<file path="config.mk">
export PLATFORM = sky130hd
export DESIGN_NAME = alu_exec_unit
export DESIGN_NICKNAME = d
export VERILOG_FILES = /design/src/rtl/alu_exec_unit.sv
export SDC_FILE = /design/constraint.sdc
export NUM_CORES = 2
export LEC_CHECK = 0
export ABC_AREA = 1
export CORE_ASPECT_RATIO = 1.5
export CORE_MARGIN = 2
export CORE_UTILIZATION = 30
export DETAILED_ROUTE_END_ITERATION = 12
export MAX_ROUTING_LAYER = met4
export PLACE_DENSITY_LB_ADDON = 0.3
export SYNTH_ARGS = -nofsm -noshare
export SYNTH_HDL_FRONTEND = slang
export SYNTH_SLANG_ARGS = --single-unit
</file>
<file path="constraint.sdc">
create_clock -name clk -period 27.5 [get_ports clk]
set_input_delay 2.75 -clock clk [delete_from_list [all_inputs] [get_ports clk]]
set_output_delay 2.75 -clock clk [all_outputs]
set_load 0.005 [all_outputs]
</file>
<file path="src/rtl/alu_exec_unit.sv">
// Execute stage: ALUOp/funct decode, single-cycle integer ops, and iterative
// multiply/divide into HI/LO behind a valid/ready handshake.
module alu_exec_unit #(
    parameter int unsigned WIDTH   = 32,
    parameter bit          EXT_OPS = 1'b1
) (
    input  logic                     clk,
    input  logic                     reset,
    input  logic                     valid_i,
    output logic                     ready_o,
    input  logic [1:0]               ALUOp,
    input  logic [5:0]               funct,
    input  logic [$clog2(WIDTH)-1:0] shamt,
    input  logic [WIDTH-1:0]         a,
    input  logic [WIDTH-1:0]         b,
    output logic [3:0]               alu_control,
    output logic [WIDTH-1:0]         result_o,
    output logic                     zero_o,
    output logic                     done_o,
    output logic                     illegal_o,
    output logic [WIDTH-1:0]         hi_o,
    output logic [WIDTH-1:0]         lo_o
);

    localparam int unsigned CW = $clog2(WIDTH);

    typedef enum logic [1:0] {IDLE, MUL, DIV, FIX} state_t;

    state_t state, state_nx;

    logic               illegal, muldiv, ext, accept;
    logic [3:0]         ctl;
    logic [WIDTH-1:0]   res;
    logic [WIDTH-1:0]   abs_a, abs_b;

    logic               op_div, neg_q, neg_r, bzero;
    logic [CW-1:0]      cnt;
    logic [2*WIDTH-1:0] mcand, prod, prod_fix;
    logic [WIDTH-1:0]   mplier, rem, quo, dvsr, q_fix, r_fix;
    logic [WIDTH+1:0]   trial;

    // Decode: extended codes are tagged and demoted to illegal when EXT_OPS is off
    always_comb begin
        ctl     = 4'b0000;
        ext     = 1'b0;
        illegal = 1'b0;
        muldiv  = 1'b0;
        unique case (ALUOp)
            2'b00: ctl = 4'b0010;
            2'b01: ctl = 4'b0110;
            2'b10: begin
                unique case (funct)
                    6'b100000: ctl = 4'b0010;
                    6'b100010: ctl = 4'b0110;
                    6'b100100: ctl = 4'b0000;
                    6'b100101: ctl = 4'b0001;
                    6'b101010: ctl = 4'b0111;
                    6'b100110: begin ctl = 4'b0011; ext = 1'b1; end
                    6'b100111: begin ctl = 4'b1100; ext = 1'b1; end
                    6'b000000: begin ctl = 4'b1000; ext = 1'b1; end
                    6'b000010: begin ctl = 4'b1001; ext = 1'b1; end
                    6'b000011: begin ctl = 4'b1010; ext = 1'b1; end
                    6'b101011: begin ctl = 4'b1011; ext = 1'b1; end
                    6'b010000: begin ctl = 4'b1110; ext = 1'b1; end
                    6'b010010: begin ctl = 4'b1111; ext = 1'b1; end
                    6'b011000, 6'b011001, 6'b011010, 6'b011011: begin
                        ctl    = 4'b1101;
                        ext    = 1'b1;
                        muldiv = 1'b1;
                    end
                    default: illegal = 1'b1;
                endcase
            end
            default: illegal = 1'b1;
        endcase
        if (ext && !EXT_OPS) begin
            ctl     = 4'b0000;
            illegal = 1'b1;
            muldiv  = 1'b0;
        end
        alu_control = ctl;
    end

    always_comb begin
        res = '0;
        unique case (ctl)
            4'b0010: res = a + b;
            4'b0110: res = a - b;
            4'b0000: res = a & b;
            4'b0001: res = a | b;
            4'b0111: res = {{(WIDTH-1){1'b0}}, ($signed(a) < $signed(b))};
            4'b0011: res = a ^ b;
            4'b1100: res = ~(a | b);
            4'b1000: res = a << shamt;
            4'b1001: res = a >> shamt;
            4'b1010: res = $unsigned($signed(a) >>> shamt);
            4'b1011: res = {{(WIDTH-1){1'b0}}, (a < b)};
            4'b1110: res = hi_o;
            4'b1111: res = lo_o;
            default: res = '0;
        endcase
        if (illegal) res = '0;
    end

    assign ready_o = (state == IDLE);
    assign accept  = valid_i & ready_o;
    assign abs_a   = (a[WIDTH-1] && !funct[0]) ? -a : a;
    assign abs_b   = (b[WIDTH-1] && !funct[0]) ? -b : b;

    // Restoring step: shift next dividend bit into the partial remainder, try subtract
    assign trial    = {1'b0, rem, quo[WIDTH-1]} - {2'b00, dvsr};
    assign prod_fix = neg_q ? -prod : prod;
    assign q_fix    = bzero ? '1 : (neg_q ? -quo : quo);
    assign r_fix    = neg_r ? -rem : rem;

    always_comb begin
        state_nx = state;
        unique case (state)
            IDLE: if (accept && muldiv) state_nx = funct[1] ? DIV : MUL;
            MUL, DIV: if (cnt == CW'(WIDTH-1)) state_nx = FIX;
            FIX: state_nx = IDLE;
            default: state_nx = IDLE;
        endcase
    end

    always_ff @(posedge clk or posedge reset) begin
        if (reset) state <= IDLE;
        else       state <= state_nx;
    end

    always_ff @(posedge clk or posedge reset) begin
        if (reset) begin
            result_o  <= '0;
            zero_o    <= 1'b1;
            done_o    <= 1'b0;
            illegal_o <= 1'b0;
            hi_o      <= '0;
            lo_o      <= '0;
            op_div    <= 1'b0;
            neg_q     <= 1'b0;
            neg_r     <= 1'b0;
            bzero     <= 1'b0;
            cnt       <= '0;
            mcand     <= '0;
            mplier    <= '0;
            prod      <= '0;
            rem       <= '0;
            quo       <= '0;
            dvsr      <= '0;
        end else begin
            done_o    <= 1'b0;
            illegal_o <= 1'b0;
            unique case (state)
                IDLE: begin
                    if (accept && muldiv) begin
                        op_div <= funct[1];
                        neg_q  <= !funct[0] && (a[WIDTH-1] ^ b[WIDTH-1]);
                        neg_r  <= !funct[0] && a[WIDTH-1];
                        bzero  <= (b == '0);
                        cnt    <= '0;
                        mcand  <= {{WIDTH{1'b0}}, abs_a};
                        mplier <= abs_b;
                        prod   <= '0;
                        rem    <= '0;
                        quo    <= abs_a;
                        dvsr   <= abs_b;
                    end else if (accept) begin
                        result_o  <= res;
                        zero_o    <= (res == '0);
                        done_o    <= 1'b1;
                        illegal_o <= illegal;
                    end
                end
                MUL: begin
                    if (mplier[0]) prod <= prod + mcand;
                    mcand  <= mcand << 1;
                    mplier <= mplier >> 1;
                    cnt    <= cnt + 1'b1;
                end
                DIV: begin
                    if (trial[WIDTH+1]) begin
                        rem <= {rem[WIDTH-2:0], quo[WIDTH-1]};
                        quo <= {quo[WIDTH-2:0], 1'b0};
                    end else begin
                        rem <= trial[WIDTH-1:0];
                        quo <= {quo[WIDTH-2:0], 1'b1};
                    end
                    cnt <= cnt + 1'b1;
                end
                FIX: begin
                    if (op_div) begin
                        lo_o <= q_fix;
                        hi_o <= r_fix;
                    end else begin
                        {hi_o, lo_o} <= prod_fix;
                    end
                    done_o <= 1'b1;
                end
                default: ;
            endcase
        end
    end

endmodule

</file>
==> implementation parameters <==
Parameter                              Value

Run status
  Outcome    finished, final reports clean

Finish
  Layout net count    6533
  Layout Cells excl Fill    7892
  Area added between synthesis and finish    13.2%
  Final cell area excluding filler cells    0.0421 mm²
  Fraction of layout cells with a size suffix above 1    3.93%

GRT
  Tot GR Track Use    33.7%
  Initial antenna violation count    11
  Wire length of the first global-routing pass    302000 µm
  Vias in the first global route    42800
  Overflow left after global routing    0
  Maximum number of pins on one net before global-route repair    153

Die
  Die Width    291 µm
  Die Outline Area    0.127 mm²
  Placeable core region    0.123 mm²
  IO Pins    184
  Starting density of the core    30.2%
  DIE HEIGHT    435 µm
  Row count    158

Synth
  Synthesized area per cell    6.00 µm²
  Sequential element share of the synthesized area    24.6%
  Post-synthesis instance area    0.0372 mm²
  Cell types occupying the most area after synthesis    sky130_fd_sc_hd__dfrtp_1, sky130_fd_sc_hd__nand2_1, sky130_fd_sc_hd__nand3_1
  Synth Net Count    6489
  Biggest area consumer among synthesized cells    sky130_fd_sc_hd__dfrtp_1
  Instance count of the mapped netlist    6203
  Area share of the largest cell type after synthesis    24.6%
  Number of distinct library cells after synthesis    63
  Main flop type after synthesis    sky130_fd_sc_hd__dfrtp_1
  Post-synthesis register bit count    366
  Number of enable-type register cells in the synthesized netlist    0
  Async SR Flop Fraction    100%
  Number of warning messages in the yosys log    0

Clocking
  Buffer type at the clock tree root    sky130_fd_sc_hd__clkbuf_16
  Clock buffer count from CTS    45
  CTS tree    built
  Longest Clk Path Bufs    3
  Setup repair bufs after CTS    0
  CTS H-Tree Depth    2
  CTS sink cnt    366
  Later-pin clock latency in the skew report    0.64 ns
  Clock-pin transition on the worst setup and hold timing paths    0.06 ns
  Count of cells resized by post-cts repair    0
  Hold Buf Count CTS    0

Drt
  Drt first pass iters    7
  Residual DRC count    0
  Drt total wl    215000 µm
  Number of DRC markers after the initial detailed-route iteration    4343
  Post-detailed-route count of antenna-violating nets    0
  Via/cell ratio    5.59
  Final routed wire length divided by cell count    27.2 µm
  Via count    44100

STA
  Final worst-path setup slack    19.31 ns
  Final-layout worst hold slack    0.478 ns
  Number of hold violations in the final report    0
  Worst relative slew slack    13.3%
  Fmax achieved    122 MHz
  RSZ-0062 raised after global routing    false
  Worst-case clock skew    0.0400 ns
  Minimum period implied by the final worst setup slack    8.19 ns
  Final setup violation count    0
  Fin Setup TNS    0 ns
  Final Max Tran Viols    0
  Transition time at the pin with the least slew margin    1.30 ns
  Final cycle utilization of the critical path    29.8%

Power
  Part of the power in combinational logic    55.8%
  Internal portion of total power    1.75 mW
  Peak ir drop on the vdd network    0.0000661 V
  Switching power of the nets    2.04 mW
  Static Leakage    20.5 nW
  Share of power burned in the clock network    16.6%
  Power per Cell Area    90.1 mW/mm²
  Sequential power share    27.7%
  Switching Fraction    53.8%

Placed design
  Post-DP Area    0.0406 mm²
  Detail Placement HPWL    170000 µm
  Final RePlAce weighted congestion    1.11
  Port bufs    183
  Number of placed instances with taps included    7800
  Setup slack at placement    19.31 ns

Setup path
  Data arrival time of the critical path    5.44 ns
  Crit path capture type    output pin
  Critical path start-end classification    in2out
  Startpoint class of the critical path    input port
  Maximum net fanout on the critical path    12
  Required time reported for the critical path endpoint    24.75 ns

Hold path
  Worst hold-check path type    reg2reg

Job
  Max_cap viols    0
[worst max-delay path: stages]
cell	delay, ns
sky130_fd_sc_hd__clkdlybuf4s50_1	0.82
sky130_fd_sc_hd__inv_2	0.08
sky130_fd_sc_hd__nor2_2	0.19
sky130_fd_sc_hd__nand2_1	0.13
sky130_fd_sc_hd__a21oi_2	0.15
sky130_fd_sc_hd__nor2_1	0.05
sky130_fd_sc_hd__nand2_1	0.06
sky130_fd_sc_hd__nand2_1	0.09
sky130_fd_sc_hd__nand2_1	0.47
sky130_fd_sc_hd__clkdlybuf4s50_1	0.62
[per-stage QoR]
| step | util [%] | total power, mW |
|---|---|---|
| 2_1_floorplan | - | 2.17 |
| 3_3_place_gp | 32.9 | 3.09 |
| 3_5_place_dp | 32.9 | 3.10 |
| 4_1_cts | 34.1 | 3.74 |
| 5_1_grt | 34.1 | 4.01 |
| 6_report | 34.1 | 3.79 |
[kinds of logic after synthesis]
family	count (synthesis)	synth area share, %
compound gates	1298	18.8
xor+xnor	147	3.46
flops	366	24.6
simple gates	3253	36.4
buf+inv	932	9.67
mux	1	0.0269
fa+ha+maj	206	7.01
[power groups by stage]
stage | combinational [mW] | clock (mW) | sequential [mW]
after CTS | 2.07 | 0.640 | 1.03
final | 2.11 | 0.629 | 1.05
after detailed placement | 2.06 | 0 | 1.04
after global routing | 2.30 | 0.657 | 1.06
after global placement | 2.05 | 0 | 1.04
after floorplan | 1.29 | 0 | 0.887
[layout by cell type, fill, tap and decap left out, types with 11 or more instances in the layout]
master / n
sky130_fd_sc_hd__buf_4: 74
sky130_fd_sc_hd__o21a_1: 12
sky130_fd_sc_hd__nand4_1: 73
sky130_fd_sc_hd__dfrtp_1: 363
sky130_fd_sc_hd__xnor2_1: 19
sky130_fd_sc_hd__a21oi_1: 487
sky130_fd_sc_hd__clkbuf_16: 45
sky130_fd_sc_hd__ha_1: 200
sky130_fd_sc_hd__nor2_1: 726
sky130_fd_sc_hd__xor2_1: 128
sky130_fd_sc_hd__nor3_1: 79
sky130_fd_sc_hd__nor4_1: 20
sky130_fd_sc_hd__nand3_1: 561
sky130_fd_sc_hd__or2_2: 20
sky130_fd_sc_hd__inv_2: 19
sky130_fd_sc_hd__o22ai_1: 42
sky130_fd_sc_hd__o211ai_1: 64
sky130_fd_sc_hd__nand2_2: 11
sky130_fd_sc_hd__clkdlybuf4s50_1: 179
sky130_fd_sc_hd__inv_1: 647
sky130_fd_sc_hd__nor2_2: 18
sky130_fd_sc_hd__o21ai_0: 561
sky130_fd_sc_hd__a31oi_1: 57
sky130_fd_sc_hd__nand2_1: 1704
sky130_fd_sc_hd__o21bai_1: 18
sky130_fd_sc_hd__and2_1: 13
[sequential cells by signal, summed over array words and instances (netlist names), 5 cells and up]
name	flops
quo	32
rem	32
hi_o	32
result_o	32
cnt	5
lo_o	32
prod	64
mplier	32
dvsr	32
mcand	64
[cell usage after synthesis (3+ instances only)]
cell                           n
sky130_fd_sc_hd__a21o_1        9
sky130_fd_sc_hd__a21oi_1     487
sky130_fd_sc_hd__a31oi_1      57
sky130_fd_sc_hd__and2_1       13
sky130_fd_sc_hd__buf_1        35
sky130_fd_sc_hd__buf_2        33
sky130_fd_sc_hd__buf_4         9
sky130_fd_sc_hd__buf_6         3
sky130_fd_sc_hd__clkbuf_1    181
sky130_fd_sc_hd__clkinv_1      6
sky130_fd_sc_hd__dfrtp_1     365
sky130_fd_sc_hd__fa_1          4
sky130_fd_sc_hd__ha_1        202
sky130_fd_sc_hd__inv_1       648
sky130_fd_sc_hd__inv_2        17
sky130_fd_sc_hd__nand2_1    1706
sky130_fd_sc_hd__nand2_2       9
sky130_fd_sc_hd__nand3_1     563
sky130_fd_sc_hd__nand3b_1      6
sky130_fd_sc_hd__nand4_1      73
sky130_fd_sc_hd__nor2_1      729
sky130_fd_sc_hd__nor2_2       17
sky130_fd_sc_hd__nor2_4        3
sky130_fd_sc_hd__nor3_1       79
sky130_fd_sc_hd__nor3_2        4
sky130_fd_sc_hd__nor4_1       20
sky130_fd_sc_hd__o2111ai_1     3
sky130_fd_sc_hd__o211ai_1     64
sky130_fd_sc_hd__o21a_1       12
sky130_fd_sc_hd__o21ai_0     561
sky130_fd_sc_hd__o21ai_1      10
sky130_fd_sc_hd__o21bai_1     18
sky130_fd_sc_hd__o221ai_1      3
sky130_fd_sc_hd__o22ai_1      42
sky130_fd_sc_hd__o31ai_1      10
sky130_fd_sc_hd__or2_2        20
sky130_fd_sc_hd__xnor2_1      19
sky130_fd_sc_hd__xor2_1      128
[layer usage]
metal / vias up / routed length [µm] / global-route usage, %
met1: 21000 / 76800 / 34.7
met4: 0 / 24000 / 30.7
li1: 20500 / - / -
met2: 1921 / 102000 / 56.1
met3: 677 / 12000 / 4.34
met5: - / 0 / -
[path summary, 6_finish.rpt]
check	from	endpoint	slack, ns	depth (start not counted)
worst min register to register	result_o[25]$_DFFE_PP0P_	result_o[25]$_DFFE_PP0P_	0.48	2
min in group asynchronous	reset	rem[15]$_DFFE_PP0P_	2.69	2
max in group asynchronous	reset	result_o[11]$_DFFE_PP0P_	23.30	3
worst min-delay path	result_o[25]$_DFFE_PP0P_	result_o[25]$_DFFE_PP0P_	0.48	2
worst max register to register	state[0]$_DFFE_PP0P_	prod[45]$_DFFE_PP0P_	22.08	13
worst max-delay path	funct[1]	alu_control[1]	19.31	10
[cell type report]
cell class / instances / area, µm²
Inverter: 671 / 2530
Tap cell: 1600 / 2000
Multi-Input combinational cell: 4905 / 24500
Sequential cell: 366 / 9160
Clock inverter: 21 / 255
Antenna cell: 10 / 25.0
Clock buffer: 61 / 1260
Fill cell: 14000 / 81300
Timing Repair Buffer: 258 / 2390
No activity file was read; power rests on OpenSTA's default activity.
